### config.mk
export PLATFORM = sky130hd
export DESIGN_NAME = div_unit
export DESIGN_NICKNAME = d
export VERILOG_FILES = /design/src/rtl/cpu_pkg.sv /design/src/rtl/div_unit.sv
export SDC_FILE = /design/constraint.sdc
export NUM_CORES = 1
export LEC_CHECK = 0
export ABC_AREA = 1
export BUFFER_PORTS_ARGS = -buffer_cell sky130_fd_sc_hd__buf_2
export CAP_MARGIN = 15
export CORE_ASPECT_RATIO = 1.1
export CORE_MARGIN = 4
export CORE_UTILIZATION = 59
export DETAILED_ROUTE_END_ITERATION = 12
export PLACE_DENSITY = 0.8
export SYNTH_ARGS = -nofsm -noshare
export SYNTH_HDL_FRONTEND = slang
export SYNTH_SLANG_ARGS = --single-unit
### constraint.sdc
create_clock -name clk -period 5.1 [get_ports clk]
set_input_delay 0.765 -clock clk [delete_from_list [all_inputs] [get_ports clk]]
set_output_delay 0.765 -clock clk [all_outputs]
set_load 0.05 [all_outputs]
### src/rtl/cpu_pkg.sv
// Shared CPU datapath definitions: data width and the div_unit state encoding.
package cpu_pkg;

  localparam int DATA_W    = 32;
  localparam int DIV_CNT_W = 5;

  typedef enum logic [1:0] {
    DIV_IDLE = 2'd0,
    DIV_RUN  = 2'd1,
    DIV_FIX  = 2'd2,
    DIV_DONE = 2'd3
  } div_state_t;

endpackage

### src/rtl/div_unit.sv
// Sequential 32-bit signed restoring divider (MIPS div semantics): lo = quotient, hi = remainder.
// Optional feature macro: DIV_ZERO_EXC_EN (divide-by-zero completes in one cycle and flags div_zero).
module div_unit
  import cpu_pkg::*;
#(
  parameter int WIDTH = DATA_W
) (
  input  logic             clk,
  input  logic             reset,
  input  logic             start,
  input  logic [WIDTH-1:0] dividend,
  input  logic [WIDTH-1:0] divisor,
  output logic             busy,
  output logic             done,
  output logic             div_zero,
  output logic [WIDTH-1:0] hi,
  output logic [WIDTH-1:0] lo
);

  div_state_t           state;
  logic [DIV_CNT_W-1:0] cnt;
  logic [WIDTH-1:0]     rem;
  logic [WIDTH-1:0]     quo;
  logic [WIDTH-1:0]     dsr;
  logic                 neg_q;
  logic                 neg_r;
  logic                 dz;

  logic [WIDTH:0]       shifted;
  logic [WIDTH:0]       diff;

  function automatic logic [WIDTH-1:0] cond_neg(input logic [WIDTH-1:0] v, input logic neg);
    return neg ? (~v + 1'b1) : v;
  endfunction

  always_comb begin
    shifted = {rem, quo[WIDTH-1]};
    diff    = shifted - {1'b0, dsr};
  end

`ifndef DIV_ZERO_EXC_EN
  assign div_zero = 1'b0;
`endif

  always_ff @(posedge clk or negedge reset) begin
    if (!reset) begin
      state <= DIV_IDLE;
      cnt   <= '0;
      rem   <= '0;
      quo   <= '0;
      dsr   <= '0;
      neg_q <= 1'b0;
      neg_r <= 1'b0;
      dz    <= 1'b0;
      busy  <= 1'b0;
      done  <= 1'b0;
      hi    <= '0;
      lo    <= '0;
`ifdef DIV_ZERO_EXC_EN
      div_zero <= 1'b0;
`endif
    end else begin
      done <= 1'b0;
`ifdef DIV_ZERO_EXC_EN
      div_zero <= 1'b0;
`endif
      case (state)
        DIV_IDLE: begin
          if (start) begin
            busy <= 1'b1;
`ifdef DIV_ZERO_EXC_EN
            if (divisor == '0) begin
              state    <= DIV_DONE;
              done     <= 1'b1;
              div_zero <= 1'b1;
            end else
`endif
            begin
              quo   <= cond_neg(dividend, dividend[WIDTH-1]);
              dsr   <= cond_neg(divisor, divisor[WIDTH-1]);
              rem   <= '0;
              cnt   <= '0;
              neg_q <= dividend[WIDTH-1] ^ divisor[WIDTH-1];
              neg_r <= dividend[WIDTH-1];
              dz    <= (divisor == '0);
              state <= DIV_RUN;
            end
          end
        end
        DIV_RUN: begin
          // shifted < 2^WIDTH always, so diff[WIDTH] is a true borrow flag
          rem <= diff[WIDTH] ? shifted[WIDTH-1:0] : diff[WIDTH-1:0];
          quo <= {quo[WIDTH-2:0], ~diff[WIDTH]};
          cnt <= cnt + 1'b1;
          if (cnt == DIV_CNT_W'(WIDTH - 1)) state <= DIV_FIX;
        end
        DIV_FIX: begin
          // With a zero divisor every trial succeeds, so rem ends up holding |dividend|
          // and the sign fix restores the original dividend for hi.
          lo    <= dz ? '0 : cond_neg(quo, neg_q);
          hi    <= cond_neg(rem, neg_r);
          done  <= 1'b1;
          state <= DIV_DONE;
        end
        DIV_DONE: begin
          busy  <= 1'b0;
          state <= DIV_IDLE;
        end
        default: state <= DIV_IDLE;
      endcase
    end
  end

endmodule

# Yosys cells after proc, flatten, opt, wreduce, memory -nomap -nowiden
# Index checks and enable logic that the tools add are counted.
# totals
in_bits	67
out_inout_bits	67
ff_bits	172
elab_cells	56
# classes
bitwise	6
mux	18
n_reduce_logical	8
addsub	6
eq_ne	6
# ops
op	n
$mux 32	8
$add 32x1->32 const B	4
$not 32->32	4
$pmux 32 s2	2
$sub 33x32->33	1
$logic_not 32->1	1
$pmux 5 s2	1
$pmux 2 s4	1
$reduce_and 2->1	4
$add 5x1->5 const B	1
$eq 5x5->1 const B	1
$mux 5	1
$eq 2x2->1 const B	2
$mux 2	2
$ne 2x2->1 const B	2
$reduce_bool 2->1	2
$eq 2x1->1 const B	1
$logic_not 2->1	1
$mux 1	2
$pmux 1 s2	1
$not 1->1	1
$xor 1x1->1	1

# Logic depth before layout (Yosys ltp)
# Gate-level depths: netlist of run 1.
# logic_depth
word_depth	5
ltp_mapped	18
mapped_depth_nobuf	17

# Worst setup path after synthesis of run 1
# OpenSTA, ideal clock, no wires.
# synth_path
path_type	input to register
from	in dividend[0]
to	reg quo[12]
path_stages	10
arrival_ns	2.073
required_ns	4.970
setup_time_ns	0.130
slack_ns	2.897
n_path_buf	0
path_cell_list	inv_1 > ha_1 > nand3_1 > o21ai_0 > o21ai_0 > nor2_1 > xor2_1 > nand2_1 > nand2_1 > o21ai_0
# synth_between
elab_chain_len	5
# synth_rtl
element	line	source
start: declaration	div_unit.sv:11	input logic [WIDTH-1:0] dividend,
$not 32->32	div_unit.sv:33	return neg ? (~v + 1'b1) : v;
$add 32x1->32	div_unit.sv:33	
$mux 32	div_unit.sv:33	
$mux 32	div_unit.sv:69	if (start) begin
$pmux 32 s2	div_unit.sv:67	case (state)
end signal: assignment	div_unit.sv:79	quo <= cond_neg(dividend, dividend[WIDTH-1]);
end signal: assignment	div_unit.sv:93	quo <= {quo[WIDTH-2:0], ~diff[WIDTH]};
end: declaration	div_unit.sv:23	logic [WIDTH-1:0] quo;
# No other way between the ends. The select of a mux whose other input is x is not followed.
# A chain may end at the register's enable or synchronous reset.

# Worst setup path after layout of run 1
# layout_path
from	reg state[1]
to	reg quo[16]
# layout_between
elab_chain_len	3
word_cells_on_any_way	6
classes_between	eq/ne (2); mux (1); reduce/logical (3)
# layout_rtl
element	line	source
start: declaration	div_unit.sv:20	div_state_t state;
start signal: assignment	div_unit.sv:47	state <= DIV_IDLE;
start signal: assignment	div_unit.sv:86	state <= DIV_RUN;
start signal: assignment	div_unit.sv:95	if (cnt == DIV_CNT_W'(WIDTH - 1)) state <= DIV_FIX;
$eq 2x1->1 / $logic_not 2->1 (equally long branches)	div_unit.sv:67	
$reduce_bool 2->1 (no source line) / $ne 2x2->1 (equally long branches)	--	
$reduce_and 2->1 (no source line)	--	
# Parallel ways exist; a longest one is shown, timed or not.

==> summary.md, run 1 <==
| Metric | Value |
|---|---|
| Rows | `57` |
| Area after DPL | `14,200 sq um` |
| Pin count of the biggest net entering global routing | `100` |
| Post-Syn Instances | `2,079` |
| I/O Pins | `134` |
| Hold buffer count at CTS | `0` |
| Crit share post-route | `61.6%` |
| Layout net count | `2,285` |
| Worst path max stage delay | `880 ps` |
| Hold crit path type | `input port to async pin` |
| Kind of critical path | `register to register` |
| Post-CTS Setup Bufs | `0` |
| Peak Freq | `318 MHz` |
| Post-DP HPWL | `31,600 um` |
| Vias | `13.8k` |
| Largest cells by area after synthesis | `dfrtp_1, nand2_1, inv_1` |
| Slew Limit Fails | `0` |
| Num CTS Buffers | `17` |
| Vias in the first global route | `12.3k` |
| Synth warn | `0` |
| Status | `complete, no violations` |
| Async SR Flop Fraction | `100%` |
| Max clock buf depth | `2` |
| Area of the mapped netlist | `13,300 sq um` |
| CTS tree | `done` |
| N_diodes | `0` |
| RSZ-0062 raised after global routing | `false` |
| Area of the multi-input gates | `7560 sq um` |
| Setup slack, reg-to-reg | `1960 ps` |
| Commonest non-fill, non-tap cell in the layout | `nand2_1` |
| Initial antenna violation count | `0` |
| Most frequent cells in the layout | `nand2_1, inv_1, nand3_1` |
| Post-synth cell types | `50` |
| Full die area | `25,100 sq um` |
| Post-route ant nets | `0` |
| Critical Path Source Type | `register` |
| CTS root buffer | `clkbuf_16` |
| Max Cap Viol | `0` |
| Starting density of the core | `60.1%` |
| Fin crit period | `3140 ps` |
| Layout cells sized above 1 | `11.0%` |
| Crit Path Max Fanout | `67` |
| Core area | `22,200 sq um` |
| Clock Latency Late Sink | `440 ps` |
| Drt drc | `0` |
| Power per cell area | `786 nW/um^2` |
| Max VDD drop | `0.375 mV` |
| Die height | `166 um` |
| Drt wl/cell | `16.3 um` |
| Final setup vio count | `0` |
| RePlAce Congestion | `0.983` |
| Crit-path cells | `inv_1 > ha_1 > buf_4 > inv_2 > o21ai_2 > buf_4 > inv_2 > a21oi_1 > o21ai_0 > o21ai_0` |
| Sequential cell area fraction in the yosys report | `32.3%` |
| Detailed Route WL | `40,400 um` |
| CP Capture Type | `register` |
| Setup tns final | `0 ps` |
| Clk_skew | `14.2 ps` |
| Drt initial violations | `1,358` |
| Pin slew with the least headroom to its limit | `1210 ps` |
| Ys flop type | `dfrtp_1` |
| Slew headroom | `19.0%` |
| # resized after CTS | `0` |
| GR Overflow Total | `0` |
| First-pass GRT wire length | `63,800 um` |
| Arrival time worst endpoint | `3450 ps` |
| Total iterations of the first detailed-routing run | `6` |
| Port bufs | `132` |
| Tot GR Track Use | `31.7%` |
| Design area | `14,800 sq um` |
| Leading area contributor after synthesis | `dfrtp_1` |
| Die Span X | `151 um` |
| Slowest CP cell | `inv_2` |
| Final hold violations | `0` |
| CP required | `5410 ps` |
| Synth Register Bits | `172` |
| Syn avg cell area | `6.41 sq um` |
| H-tree depth | `4` |
| Clock sink count | `172` |
| Fillers | `2,089` |
| Storage cell area | `4300 sq um` |
| Pleak | `0.00797 uW` |
| Yosys top cell area share | `32.3%` |
| Vias/cell | `5.55` |
| Final Util | `66.6%` |
| Layout area overhead | `10.8%` |
| EDFF count, synth | `0` |
| Net Count, Synth | `2,189` |
| Clk slew on worst S/H paths | `80 ps` |
-- metrics by stage --
stage	cells	total power, uW	hold slack (ps)	setup slack [ps]
CTS	2483	11500	448	1980
finish	2483	11600	373	1960
global route	2483	12600	467	1710
floorplan	2079	8190	449	2900
global placement	2451	9920	459	2250
detailed placement	2451	10100	461	2090
-- power by group --
part | total (uW) | switching, uW | leakage [uW] | internal [uW]
logic | 7630 | 5390 | 0.00552 | 2230
clock network | 1360 | 650 | 0.000305 | 713
registers | 2630 | 613 | 0.00215 | 2010
total | 11600 | 6660 | 0.00797 | 4960
-- layer usage --
metal	track usage [%]	share of wire (%)
met4	8.99	2.8
met2	48.8	45
met3	4.64	7.8
met1	46.6	45
met5	0	0
-- worst max-delay path: cells and delay by family, from the launching register on --
kind | cells | cell delay (ps)
compound gates | 4 | 460
fa+ha+maj | 1 | 190
buf+inv | 5 | 1940
flops | 1 | 370
-- worst paths after layout --
path | start | endpoint | cells past startpoint
worst min register to register | lo[6] | lo[6] | 2
max in group asynchronous | reset | rem[21] | 2
worst max register to register | state[1] | quo[16] | 10
worst max-delay path | state[1] | quo[16] | 10
worst min-delay path | reset | hi[13] | 1
min in group clk | lo[6] | lo[6] | 2
-- Yosys cell counts (all sizes together) (2+ instances only) --
master    n
o22ai     3
dfrtp   172
ha       42
and2      4
a32o      3
inv     311
nand3b    9
a31oi    11
a21o      2
clkbuf   49
a21oi    76
xor2     44
nor3     29
o21bai    8
or2       6
o31ai     4
nor2    171
o211ai   21
xnor2    17
nand3   207
nand2   674
o21ai   159
nand4    29
buf      17
-- final cells by class --
type	count	share of cell area, %
multi-input combinational	1529	51.1
sequential	172	29.1
inverter	312	7.92
timing repair buffer	143	5.07
clock buffer	17	2.88
tap	295	2.50
clock inverter	15	1.37
-- flip-flops by register name, indices dropped and copies added (netlist names) --
| name | cells |
|---|---|
| dsr | 32 |
| hi | 32 |
| lo | 32 |
| quo | 32 |
| rem | 32 |
| cnt | 5 |
| state | 2 |
| busy | 1 |
| done | 1 |
| dz | 1 |
| neg_q | 1 |
| neg_r | 1 |
-- cell families (layout without fill, tap and decap cells) --
kind of cell	Yosys count	in the layout	synth area share, %
simple gates	1130	1130	36.2
buf+inv	378	487	11.1
xor+xnor	61	61	4.01
flops	172	172	32.3
fa+ha+maj	43	43	4.09
other cells	1	1	0.0281
compound gates	294	294	12.3
Power figures use the tool's default switching activity.
==> run 2, diff against run 1 <==
ABC_AREA = 0   (was 1)
CORE_UTILIZATION = 54   (was 59)
PLACE_DENSITY = 0.78   (was 0.8)
clock period = 2.54 ns   (was 5.1 ns; I/O delays follow)
==> summary.md, run 2 <==
| Metric | Value |
|---|---|
| Post-route ant nets | `0 (unchanged)` |
| Yosys top cell area share | `38.7% (+6.4 points)` |
| Critical Path Source Type | `register` |
| Clock Latency Late Sink | `450 ps (about the same)` |
| Total iterations of the first detailed-routing run | `8 (+2)` |
| Synth warn | `0 (unchanged)` |
| Most numerous cell in the Yosys netlist | `dfrtp_1` |
| EDFF count, synth | `0 (unchanged)` |
| Sequential cell area fraction in the yosys report | `38.7% (+6.4 points)` |
| Clk_skew | `13.6 ps (-0.570 ps)` |
| Kind of critical path | `register to register` |
| Pin count of the biggest net entering global routing | `69 (-31%)` |
| Die Span X | `145 um (-4.3%)` |
| Post-Syn Instances | `1,284 (-38%)` |
| Syn avg cell area | `8.67 sq um (+35%)` |
| Fin crit period | `3050 ps (-95.0 ps)` |
| Setup slack, reg-to-reg | `-510 ps (-2470 ps)` |
| CP Capture Type | `register` |
| Net switching power | `9590 uW (+44%)` |
| Async SR Flop Fraction | `100% (unchanged)` |
| Gate power share | `61.5% (-4.2 points)` |
| Reg-to-reg endpoint | `rem[21]` |
| Pin slew with the least headroom to its limit | `1390 ps (+180 ps)` |
| Clk pwr share | `13.5% (+1.8 points)` |
| Worst setup path start | `rem[2]` |
| I/O Pins | `134 (unchanged)` |
| Placed cells | `1,799 (-27%)` |
| Arrival time worst endpoint | `3360 ps (-90 ps)` |
| Storage cell area | `4310 sq um (+0.15%)` |
| Post-synth cell types | `62 (+24%)` |
| Max VDD drop | `0.901 mV (+140%)` |
| Reg power frac | `25.0% (+2.4 points)` |
| Most frequent cells in the layout | `buf_4, dfrtp_1, nand2_1` |
| CTS tree | `done` |
| Layout net count | `1,708 (-25%)` |
| RePlAce Congestion | `0.926 (-5.8%)` |
| H-tree depth | `4 (unchanged)` |
| Core area | `20,100 sq um (-9.5%)` |
| Initial antenna violation count | `0 (unchanged)` |
| Status | `complete, but fails checks` |
| Layout cells sized above 1 | `33.3% (+22 points)` |
| Sw Share | `49.0% (-8.3 points)` |
| GR Overflow Total | `0 (unchanged)` |
| Port bufs | `132 (unchanged)` |
| Leading area contributor after synthesis | `dfrtp_1` |
| Failing checks | `negative setup slack` |
| Commonest non-fill, non-tap cell in the layout | `buf_4` |
| Power per cell area | `1280 nW/um^2 (+63%)` |
| Final worst slack | `-507 ps (-2470 ps)` |
| First-pass GRT wire length | `52,600 um (-18%)` |
| Place WS | `-654 ps (-2740 ps)` |
| Post-route non-filler standard cell count | `1,863 (-25%)` |
| Synth Register Bits | `172 (unchanged)` |
| Largest cells by area after synthesis | `dfrtp_1, xor2_1, o21ai_0` |
| Synth cell count leaders | `dfrtp_1, nand2_1, o21ai_0` |
| Rows | `54 (-5.3%)` |
| Full die area | `23,000 sq um (-8.4%)` |
| N_diodes | `0 (unchanged)` |
| Crit share post-route | `120% (+58 points)` |
| Tot GR Track Use | `28.8% (-2.9 points)` |
| Hold crit path type | `input port to register` |
| Final hold violations | `0 (unchanged)` |
| Cell internal pwr | `9970 uW (+100%)` |
| Crit path to | `rem[21]` |
| CP required | `2850 ps (-2560 ps)` |
| Drt wl/cell | `18.0 um (+11%)` |
| Area of the multi-input gates | `7310 sq um (-3.3%)` |
| RSZ-0062 raised after global routing | `true` |
| Layout area overhead | `37.4%` |
| Starting density of the core | `55.5% (-4.6 points)` |
| Slew headroom | `7.02% (-12 points)` |
| Crit Path Max Fanout | `7 (-90%)` |
| R2R depth | `12 (+2)` |
| Vias in the first global route | `10.3k (-16%)` |
| Fillers | `1,341 (-36%)` |
| Num CTS Buffers | `17 (unchanged)` |
| Clock sink count | `172 (unchanged)` |
| Drt initial violations | `848 (-38%)` |
| Max clock buf depth | `2 (unchanged)` |
| CTS root buffer | `clkbuf_16` |
| Vias/cell | `5.84 (+5.3%)` |
| Pleak | `0.00721 uW (-9.5%)` |
| Detailed Route WL | `33,600 um (-17%)` |
| Net Count, Synth | `1,394 (-36%)` |
| Die height | `159 um (-4.3%)` |
| RR Startpoint | `rem[2]` |
| Max Cap Viol | `0 (unchanged)` |
| Ys flop type | `dfrtp_1` |
| Slew Limit Fails | `0 (unchanged)` |
| Peak Freq | `328 MHz (+3.1%)` |
| Vias | `10.9k (-21%)` |
| Clk slew on worst S/H paths | `70 ps (about the same)` |
| Area of the mapped netlist | `11,100 sq um (-17%)` |
| Final setup vio count | `71 (+71)` |
| Drt drc | `0 (unchanged)` |
| Post-DP HPWL | `22,900 um (-27%)` |
-- run 2: changes by cell type after synthesis, sizes merged, moves of 26 or more --
| cell | previous run | this run |
|---|---|---|
| a21oi | 76 | 102 |
| inv | 311 | 57 |
| mux2i | 0 | 30 |
| nand2 | 674 | 152 |
| nand3 | 207 | 10 |
| nor2 | 171 | 96 |
| o2bb2ai | 0 | 27 |
| o31ai | 4 | 35 |
| xor2 | 44 | 121 |
-- run 2: metal layers --
layer	track usage [%]	wire length, um	vias up
li1	-	-	5194
met2	45.4	15400	413
met4	7.29	498	0
met3	3.48	2260	45
met1	42.5	15500	5226
met5	0	0	-
-- run 2: what timing repair did --
item | 4_1_cts | 5_1_grt
setup buffers | 18 | 10
setup endpoints to repair | 71 | 75
hold buffers | 1 | 0
resized for setup | 95 | 64
gates cloned | 3 | 1
endpoints found under the hold margin | 54 | 0
pin swaps | 38 | 51
-- run 2: kinds of logic (layout without fill, tap and decap cells) --
group / Yosys count / after routing / share of synthesized area, %
AO/OA/AOI/OAI: 396 / 396 / 22.2
buffers and inverters: 125 / 452 / 4.31
other: 1 / 1 / 0.0337
adder cells (fa/ha/maj): 43 / 43 / 4.90
flip-flops: 172 / 172 / 38.7
XOR/XNOR: 144 / 144 / 11.3
AND/OR/NAND/NOR: 371 / 371 / 15.6
multiplexers: 32 / 32 / 2.90
-- run 2: critical path, cell delays in order, from the launching register on --
cell	delay [ps]
dfrtp_2	440
ha_4	250
o211ai_1	260
a21oi_4	60
o211ai_1	290
a31oi_2	160
o211a_1	290
or2_4	260
a211oi_4	200
buf_6	200
buf_12	160
mux2i_2	250
o21ai_1	100
-- run 2: cell type report --
class                      count  share of cell area [%]
clock buffer                  18                    2.87
clock inverter                14                   0.966
inverter                      57                    1.42
multi-input combinational    987                    47.8
sequential                   172                    28.2
tap                          252                    2.06
timing repair buffer         363                    16.7
-- run 2: worst min path at each step --
stage,from,end,slack [ps],cells after the start
after floorplan,reset,busy,90,0
after global placement,reset,quo[12],380,1
after detailed placement,reset,quo[11],390,1
after CTS,divisor[27],dsr[27],230,3
after global routing,divisor[27],dsr[27],230,3
final,divisor[27],dsr[27],220,3
-- run 2: through the flow --
step                hold slack (ps)  total power [uW]  utilization (%)  cell area, sq um  setup TNS (ps)
CTS                             230             18900             74.4             14900          -14730
floorplan                      85.4             12000                -             11400           -8740
global placement                381             15000             68.1             13700          -22220
detailed placement              388             15400             68.1             13700          -26170
finish                          224             19600             76.2             15300          -18780
global route                    229             20800             76.2             15300          -25810
-- run 2: power by group through the flow --
stage / registers [uW] / logic, uW / clock network (uW)
2_1_floorplan: 6420 / 5550 / 0
3_3_place_gp: 4700 / 10300 / 0
3_5_place_dp: 4770 / 10600 / 0
4_1_cts: 4810 / 11500 / 2650
5_1_grt: 5020 / 13000 / 2780
6_report: 4880 / 12000 / 2630
